## config.mk

```make
export PLATFORM = sky130hd
export DESIGN_NAME = alu_sequencer
export DESIGN_NICKNAME = d
export VERILOG_FILES = /design/src/rtl/alu_sequencer.sv
export SDC_FILE = /design/constraint.sdc
export NUM_CORES = 1
export LEC_CHECK = 0
export BUFFER_PORTS_ARGS = -buffer_cell sky130_fd_sc_hd__buf_2
export CORE_MARGIN = 5
export CORE_UTILIZATION = 53
export CTS_BUF_LIST = sky130_fd_sc_hd__clkbuf_8
export DETAILED_ROUTE_END_ITERATION = 16
export GPL_TIMING_DRIVEN = 0
export PLACE_DENSITY = 0.79
export SLEW_MARGIN = 20
export SYNTH_ARGS = -nofsm -noshare
export SYNTH_HDL_FRONTEND = slang
export SYNTH_SLANG_ARGS = --single-unit
```

## constraint.sdc

```tcl
create_clock -name clk -period 1.52 [get_ports clk]
set_clock_uncertainty 0.15 [all_clocks]
set_input_delay 0.076 -clock clk [delete_from_list [all_inputs] [get_ports clk]]
set_output_delay 0.076 -clock clk [all_outputs]
set_load 0.005 [all_outputs]
```

## src/rtl/alu_sequencer.sv

```systemverilog
// Purpose:  command sequencer for an external 16-bit ALU; small register file + flags.
// Latency:  command accepted at cycle T, response valid at T+2.
// Backpr.:  holds the response until rsp_ready; cmd_ready stays low until it is taken.
//
// Ports:
//   clk, reset                    single clock, synchronous active-high reset
//   cmd_valid/cmd_ready           command handshake (ready only while idle)
//   cmd_load, cmd_op, cmd_rd,
//   cmd_ra, cmd_rb, cmd_imm       command fields (load immediate or ALU op)
//   alu_a, alu_b, alu_op          registered operands/op driven to the external ALU
//   alu_y, alu_c/v/n/z            result and flags back from the ALU
//   rsp_valid/rsp_ready           response handshake
//   rsp_y, rsp_err                result of the completed command, illegal-op flag
//   flags                         {C,V,N,Z} flags register
module alu_sequencer #(
  parameter int WIDTH = 16,
  parameter int NREG  = 4,
  parameter int AW    = 2
) (
  input  logic             clk,
  input  logic             reset,
  input  logic             cmd_valid,
  output logic             cmd_ready,
  input  logic             cmd_load,
  input  logic [2:0]       cmd_op,
  input  logic [AW-1:0]    cmd_rd,
  input  logic [AW-1:0]    cmd_ra,
  input  logic [AW-1:0]    cmd_rb,
  input  logic [WIDTH-1:0] cmd_imm,
  output logic [WIDTH-1:0] alu_a,
  output logic [WIDTH-1:0] alu_b,
  output logic [2:0]       alu_op,
  input  logic [WIDTH-1:0] alu_y,
  input  logic             alu_c,
  input  logic             alu_v,
  input  logic             alu_n,
  input  logic             alu_z,
  output logic             rsp_valid,
  input  logic             rsp_ready,
  output logic [WIDTH-1:0] rsp_y,
  output logic             rsp_err,
  output logic [3:0]       flags
);

  typedef enum logic [1:0] {S_IDLE, S_EXEC, S_RESP} state_t;

  state_t           state_q, state_d;
  logic [WIDTH-1:0] regs_q [NREG];
  logic [WIDTH-1:0] regs_d [NREG];
  logic [3:0]       flags_q, flags_d;

  // captured command fields
  logic             load_q, load_d;
  logic [2:0]       op_q, op_d;
  logic [AW-1:0]    rd_q, rd_d;
  logic [WIDTH-1:0] imm_q, imm_d;

  // registered outputs
  logic [WIDTH-1:0] alu_a_q, alu_a_d;
  logic [WIDTH-1:0] alu_b_q, alu_b_d;
  logic [2:0]       alu_op_q, alu_op_d;
  logic [WIDTH-1:0] rsp_y_q, rsp_y_d;
  logic             rsp_err_q, rsp_err_d;
  logic             rsp_valid_q, rsp_valid_d;
  logic             cmd_ready_q, cmd_ready_d;

  always_comb begin
    state_d     = state_q;
    regs_d      = regs_q;
    flags_d     = flags_q;
    load_d      = load_q;
    op_d        = op_q;
    rd_d        = rd_q;
    imm_d       = imm_q;
    alu_a_d     = alu_a_q;
    alu_b_d     = alu_b_q;
    alu_op_d    = alu_op_q;
    rsp_y_d     = rsp_y_q;
    rsp_err_d   = rsp_err_q;
    rsp_valid_d = rsp_valid_q;
    cmd_ready_d = cmd_ready_q;

    case (state_q)
      S_IDLE: begin
        if (cmd_valid) begin
          load_d      = cmd_load;
          op_d        = cmd_op;
          rd_d        = cmd_rd;
          imm_d       = cmd_imm;
          // Operands are read here so they are stable on the ALU for the whole
          // EXEC cycle; registers cannot change between now and then.
          alu_a_d     = regs_q[cmd_ra];
          alu_b_d     = regs_q[cmd_rb];
          alu_op_d    = cmd_op;
          cmd_ready_d = 1'b0;
          state_d     = S_EXEC;
        end
      end
      S_EXEC: begin
        if (load_q) begin
          regs_d[rd_q] = imm_q;
          rsp_y_d      = imm_q;
          rsp_err_d    = 1'b0;
        end else if (op_q <= 3'd5) begin
          regs_d[rd_q] = alu_y;
          flags_d      = {alu_c, alu_v, alu_n, alu_z};
          rsp_y_d      = alu_y;
          rsp_err_d    = 1'b0;
        end else begin
          // illegal op: nothing architectural changes, only the error response
          rsp_y_d   = '0;
          rsp_err_d = 1'b1;
        end
        rsp_valid_d = 1'b1;
        state_d     = S_RESP;
      end
      S_RESP: begin
        if (rsp_ready) begin
          rsp_valid_d = 1'b0;
          cmd_ready_d = 1'b1;
          state_d     = S_IDLE;
        end
      end
      default: begin
        rsp_valid_d = 1'b0;
        cmd_ready_d = 1'b1;
        state_d     = S_IDLE;
      end
    endcase
  end

  always_ff @(posedge clk) begin
    if (reset) begin
      state_q     <= S_IDLE;
      for (int i = 0; i < NREG; i++) regs_q[i] <= '0;
      flags_q     <= '0;
      load_q      <= 1'b0;
      op_q        <= '0;
      rd_q        <= '0;
      imm_q       <= '0;
      alu_a_q     <= '0;
      alu_b_q     <= '0;
      alu_op_q    <= '0;
      rsp_y_q     <= '0;
      rsp_err_q   <= 1'b0;
      rsp_valid_q <= 1'b0;
      cmd_ready_q <= 1'b1;
    end else begin
      state_q     <= state_d;
      regs_q      <= regs_d;
      flags_q     <= flags_d;
      load_q      <= load_d;
      op_q        <= op_d;
      rd_q        <= rd_d;
      imm_q       <= imm_d;
      alu_a_q     <= alu_a_d;
      alu_b_q     <= alu_b_d;
      alu_op_q    <= alu_op_d;
      rsp_y_q     <= rsp_y_d;
      rsp_err_q   <= rsp_err_d;
      rsp_valid_q <= rsp_valid_d;
      cmd_ready_q <= cmd_ready_d;
    end
  end

  assign cmd_ready = cmd_ready_q;
  assign alu_a     = alu_a_q;
  assign alu_b     = alu_b_q;
  assign alu_op    = alu_op_q;
  assign rsp_valid = rsp_valid_q;
  assign rsp_y     = rsp_y_q;
  assign rsp_err   = rsp_err_q;
  assign flags     = flags_q;

endmodule
```

== Word level (Yosys, flattened, before mapping) ==
Cells that the tools add are included.

* Bits in latches: 0
* RAM bits: 0
* Memories: 0
* ROM bits: 0
* Register bits: 143
* Word-level logic and storage cells: 64
* Output and inout bits: 58
* Bits of input ports: 50

* Equal/unequal tests: 4
* Order comparisons: 5
* Mux-type cells: 24
* Bitwise operators: 6
* Divide/modulo/power cells: 0
* Add/subtract/negate cells: 0
* $mul: 0
* Shifts and indexed selects: 0
* Reduce and logical (&&, ||, !) cells: 9

{| class="wikitable"
|+ Operator list
! kind !! number
|-
| bitwise mux 64 bit || 2
|-
| two-way mux 64 bit || 2
|-
| two-way mux 16 bit || 7
|-
| binary-select mux 16 bit (select 2 bit) || 2
|-
| demux 16 bit (select 2 bit) || 1
|-
| greater-or-equal comparator 3 bit (second input constant) || 3
|-
| NOT 2 -> 3 bit || 3
|-
| AND reduction 2 bit || 4
|-
| one-hot mux 1 bit (3 select lines) || 2
|-
| one-hot mux 2 bit (3 select lines) || 1
|-
| AND reduction 3 bit || 2
|-
| two-way mux 1 bit || 5
|-
| two-way mux 2 bit || 2
|-
| inequality test 2 bit (second input constant) || 2
|-
| <= comparator 3 bit (second input constant) || 1
|-
| < comparator 3 x 1 -> 1 bit (second input constant) || 1
|-
| NOT 1 bit || 3
|-
| == test 2 x 1 -> 1 bit (second input constant) || 1
|-
| == test 2 bit (second input constant) || 1
|-
| zero test 2 bit || 1
|-
| nonzero test 2 bit || 1
|-
| logical AND 1 bit || 1
|}

== Depth between registers and ports, before layout ==
* Depth after elaboration: 8
* Gate-level depth with buffers: 6
* Gate-level depth less buffers: 3

== Least setup slack after synthesis ==
No wires, ideal clock.

* Path kind: flip-flop to flip-flop
* Start: reg rd_q[1]
* End: reg regs_q[58] (netlist name)
* Clock period less this slack: 1.629 ns
* Buffers on the path: 3
* Slack: -0.109 ns
* Arrival time: 1.347 ns
* Stages on the path, launching flop included: 7
* Setup time: 0.132 ns
* Data required time: 1.238 ns
* Path through: dfxtp_1 buf_6 or4b_4 buf_6 buf_8 nor3_2 nor3_1

* Cells in the longest elaborated chain, start to end: 8
* Elaborated cells between the ends (all ways): 10
* Those cells by class: 2 x order compare; 6 x mux; 1 x bitwise; 1 x reduce/logical

{| class="wikitable"
|+ Ends and longest elaborated chain
! item !! line !! source
|-
| from (decl) || 55 || <nowiki>logic [AW-1:0] rd_q, rd_d;</nowiki>
|-
| from (signal assigned) || 154 || <nowiki>rd_q <= rd_d;</nowiki>
|-
| NOT 2 -> 3 bit (not written as such) * || 101, 105 ||
|-
| greater-or-equal comparator 3 bit (not written as such) / < comparator 3 x 1 -> 1 bit (equally long branches) || 101, 105 ||
|-
| logical AND 1 bit (not written as such) || 101, 105 ||
|-
| two-way mux 16 bit (not written as such) || 101, 105 ||
|-
| demux 16 bit (select 2 bit) * || 101, 105 ||
|-
| bitwise mux 64 bit || 105 || <nowiki>regs_d[rd_q] = alu_y;</nowiki>
|-
| two-way mux 64 bit || 104 || <nowiki>end else if (op_q <= 3'd5) begin</nowiki>
|-
| two-way mux 64 bit * || 100 || <nowiki>if (load_q) begin</nowiki>
|-
| to (signal assigned) || 150 || <nowiki>regs_q <= regs_d;</nowiki>
|-
| to (decl) || 48 || <nowiki>logic [WIDTH-1:0] regs_q [NREG];</nowiki>
|}

Every way passes the cells marked *; elsewhere a longest branch is shown, timed or not. The select of a mux whose other input is x is not followed.
A chain may end at the register's enable or synchronous reset.

== Final worst setup path ==
* Start: reg load_q
* End: reg regs_q[19] (netlist name)

* Cells in the longest elaborated chain, start to end: 2
* Elaborated cells between the ends (all ways): 3
* Those cells by class: 1 x mux; 2 x reduce/logical

{| class="wikitable"
|+ Ends and longest elaborated chain
! item !! line !! source
|-
| from (decl) || 53 || <nowiki>logic load_q, load_d;</nowiki>
|-
| from (signal assigned) || 152 || <nowiki>load_q <= load_d;</nowiki>
|-
| nonzero test 2 bit (no source line) || n/a ||
|-
| AND reduction 2 bit (no source line) || n/a ||
|}

Several ways; a longest one is shown, not always the timed one.

==> results.md <==
- Via count: 7,747
- Io pins: 108
- Sequential share of the synthesized area: 44.6%
- Post-synthesis mux area share: 14.0%
- Critical Path RT: 1730 ps
- Number of DRC markers in iteration 0: 1,098
- Post-place setup slack: -389 ps
- DRT Wirelength: 33.2 mm
- Cells after Synth: 710
- Largest family of logic cells by synthesized area: simple AND/OR/NAND/NOR gates
- Max-Cap Viols: 0
- Core area: 12,000 um2
- Synthesized net count: 760
- First-pass GRT wire length: 33.8 mm
- Die Y: 120 um
- Final Setup Violations: 142
- Fin crit share: 145%
- TritonCTS clock tree: yes
- Crit path max fanout: 10
- Top cells by area, synth: dfxtp_1 (45%), mux4_2 (11%), nor3_1 (11%)
- Worst Hold Slack: 109 ps
- Vias per inst: 7.14
- CTS Buffer Depth: 2
- Worst VDD drop: 854 uV
- Commonest non-fill, non-tap cells in the layout: dfxtp_1 (136), buf_2 (107), nand2_1 (79)
- Layout area overhead: 61.6%
- Most common cell after layout, fill and taps aside: dfxtp_1
- Achievable Freq: 453 MHz
- Ant diodes: 0
- Initial antenna violation count: 4
- Compound-cell area share of the yosys netlist: 12.6%
- Drt wl/cell: 30.6 um
- Max-slew violations: 0
- Setup CP Type: register to register
- CTS buffer count: 17
- Pleak: 4.01 nW
- Die Width: 120 um
- Status: complete, but fails checks
- Worst-margin pin slew: 992 ps
- Clock Latency Late Sink: 520 ps
- Yosys Warn Count: 0
- Post-synth top area cell: dfxtp_1
- Syn Std Cell Area: 6420 um2
- H-tree depth: 4
- HPWL after detailed placement: 13.2 mm
- Post-synthesis xor/xnor area fraction: 0%
- Gr usage total: 30.0%
- Overflow after GRT: 0
- Final core occ: 86.7%
- CTS clk-pin slew, worst paths: 110 ps
- CP Launch Type: register
- Largest net degree at the start of global routing: 17
- Syn_area_per_cell: 9.04 um2
- Async SR Flop Fraction: 0%
- Type of the most critical hold path: primary input to register
- Yosys reg bits: 143
- DRC: 0
- Initial Utilization: 53.6%
- Setup WS post-layout: -686 ps
- Fin. Hold Viols: 0
- Antenna Violating Nets Remaining: 0
- Tmin final: 2210 ps
- Slew headroom: 33.9%
- Simple-Gate Fraction of Synth Area: 22.6%
- RSZ-0062 raised after global routing: true
- GP Congestion: 0.870
- Post-synth cell types: 33
- Top-area cell type share of the netlist area: 44.6%
- Final net count: 975
- # rows: 40
- Synth Area in Adders: 0%
- IO Port Bufs: 102
- Pwr dens: 872 nW/um2
- Root Buffer: clkbuf_8
- CP Capture Type: register
- Vias in the first global route: 6,478
- Post-synth EDFFs: 0
- Synth Flop Type: dfxtp_1
- Failing checks: setup timing
- Layout cells sized above 1: 54.4%
- DRT Pass-1 Iters: 8
- Clk sink count: 143
- Setup TNS: -32,230 ps
- Die area: 14,400 um2
- Crit path DAT: 2410 ps
[state kept, by name, indices dropped and copies added (netlist names)]
register and count:
rsp_y 16, flags 4, regs_q 64, alu_op 3, alu_a 16, cmd_ready 1
rd_q 2, imm_q 16, rsp_valid 1, alu_b 16, load_q 1, rsp_err 1
state_q 2
[layer usage]
metal / part of all wire [%] / vias to the layer above / wire [um] / global-route usage, %
met2: 44 / 857 / 14700 / 47.6
li1: - / 2985 / - / -
met3: 13 / 339 / 4450 / 8.25
met1: 31 / 3562 / 10200 / 36.8
met5: 0.081 / - / 27 / 0
met4: 11 / 4 / 3760 / 16.6
[Yosys cell counts (2+ instances only)]
master,number
a21oi_1,125
a221oi_1,16
buf_1,2
buf_2,31
buf_4,9
buf_6,3
clkbuf_1,28
clkbuf_2,3
dfxtp_1,143
mux2_2,16
mux4_2,32
nand2_1,110
nand2b_1,2
nand3_1,4
nand4bb_1,2
nor2_1,20
nor3_1,135
nor3_2,10
o21ai_0,5
[cell families after synthesis]
logic type | Yosys count
flip-flops | 143
AO/OA/AOI/OAI | 148
buffers and inverters | 77
AND/OR/NAND/NOR | 294
multiplexers | 48
[area by class of cell]
type                            instances  area [um2]
Buffer                                 71         756
Clock buffer                           17         234
Clock inverter                         15         129
Fill cell                             501        1590
Multi-Input combinational cell        490        4450
Sequential cell                       143        2880
Tap cell                              147         184
Timing Repair Buffer                  202        1740
[power by group]
part | internal (W) | leakage [nW] | total [W] | switching [W]
clock network | 0.00142 | 0.195 | 0.00311 | 0.00170
registers | 0.00389 | 1.17 | 0.00407 | 0.000172
logic | 0.000834 | 2.64 | 0.00186 | 0.00103
[critical path, stage by stage, from the launching register on]
cell	delay, ps
dfxtp_2	410
buf_6	180
nand3b_1	160
buf_6	180
buf_4	240
a21oi_1	130
nor3_2	580
[stage by stage]
step	instances	power [W]	area (um2)
2_1_floorplan	710	0.00474	6460
3_3_place_gp	959	0.00505	7150
3_5_place_dp	959	0.00507	7150
4_1_cts	1057	0.00814	8720
5_1_grt	1085	0.00924	10400
6_report	1085	0.00904	10400
[path summary, 6_finish.rpt]
check	start	to	slack (ps)	cells past startpoint
worst max-delay path	load_q	regs_q[19]	-690	6
worst min-delay path	cmd_rb[1]	alu_b[1]	110	4
worst max register to register	load_q	regs_q[19]	-690	6
worst min register to register	alu_b[6]	alu_b[6]	310	2
[what timing repair did]
| action | in CTS | in global routing |
|---|---|---|
| gates cloned | 4 | 15 |
| hold buffers | 44 | 0 |
| endpoints found under the setup margin | 135 | 141 |
| gates resized for setup | 147 | 305 |
| pin swaps | 46 | 93 |
| setup buffers | 24 | 15 |
| hold endpoints to repair | 88 | 0 |
(Power assumes the default switching activity.)
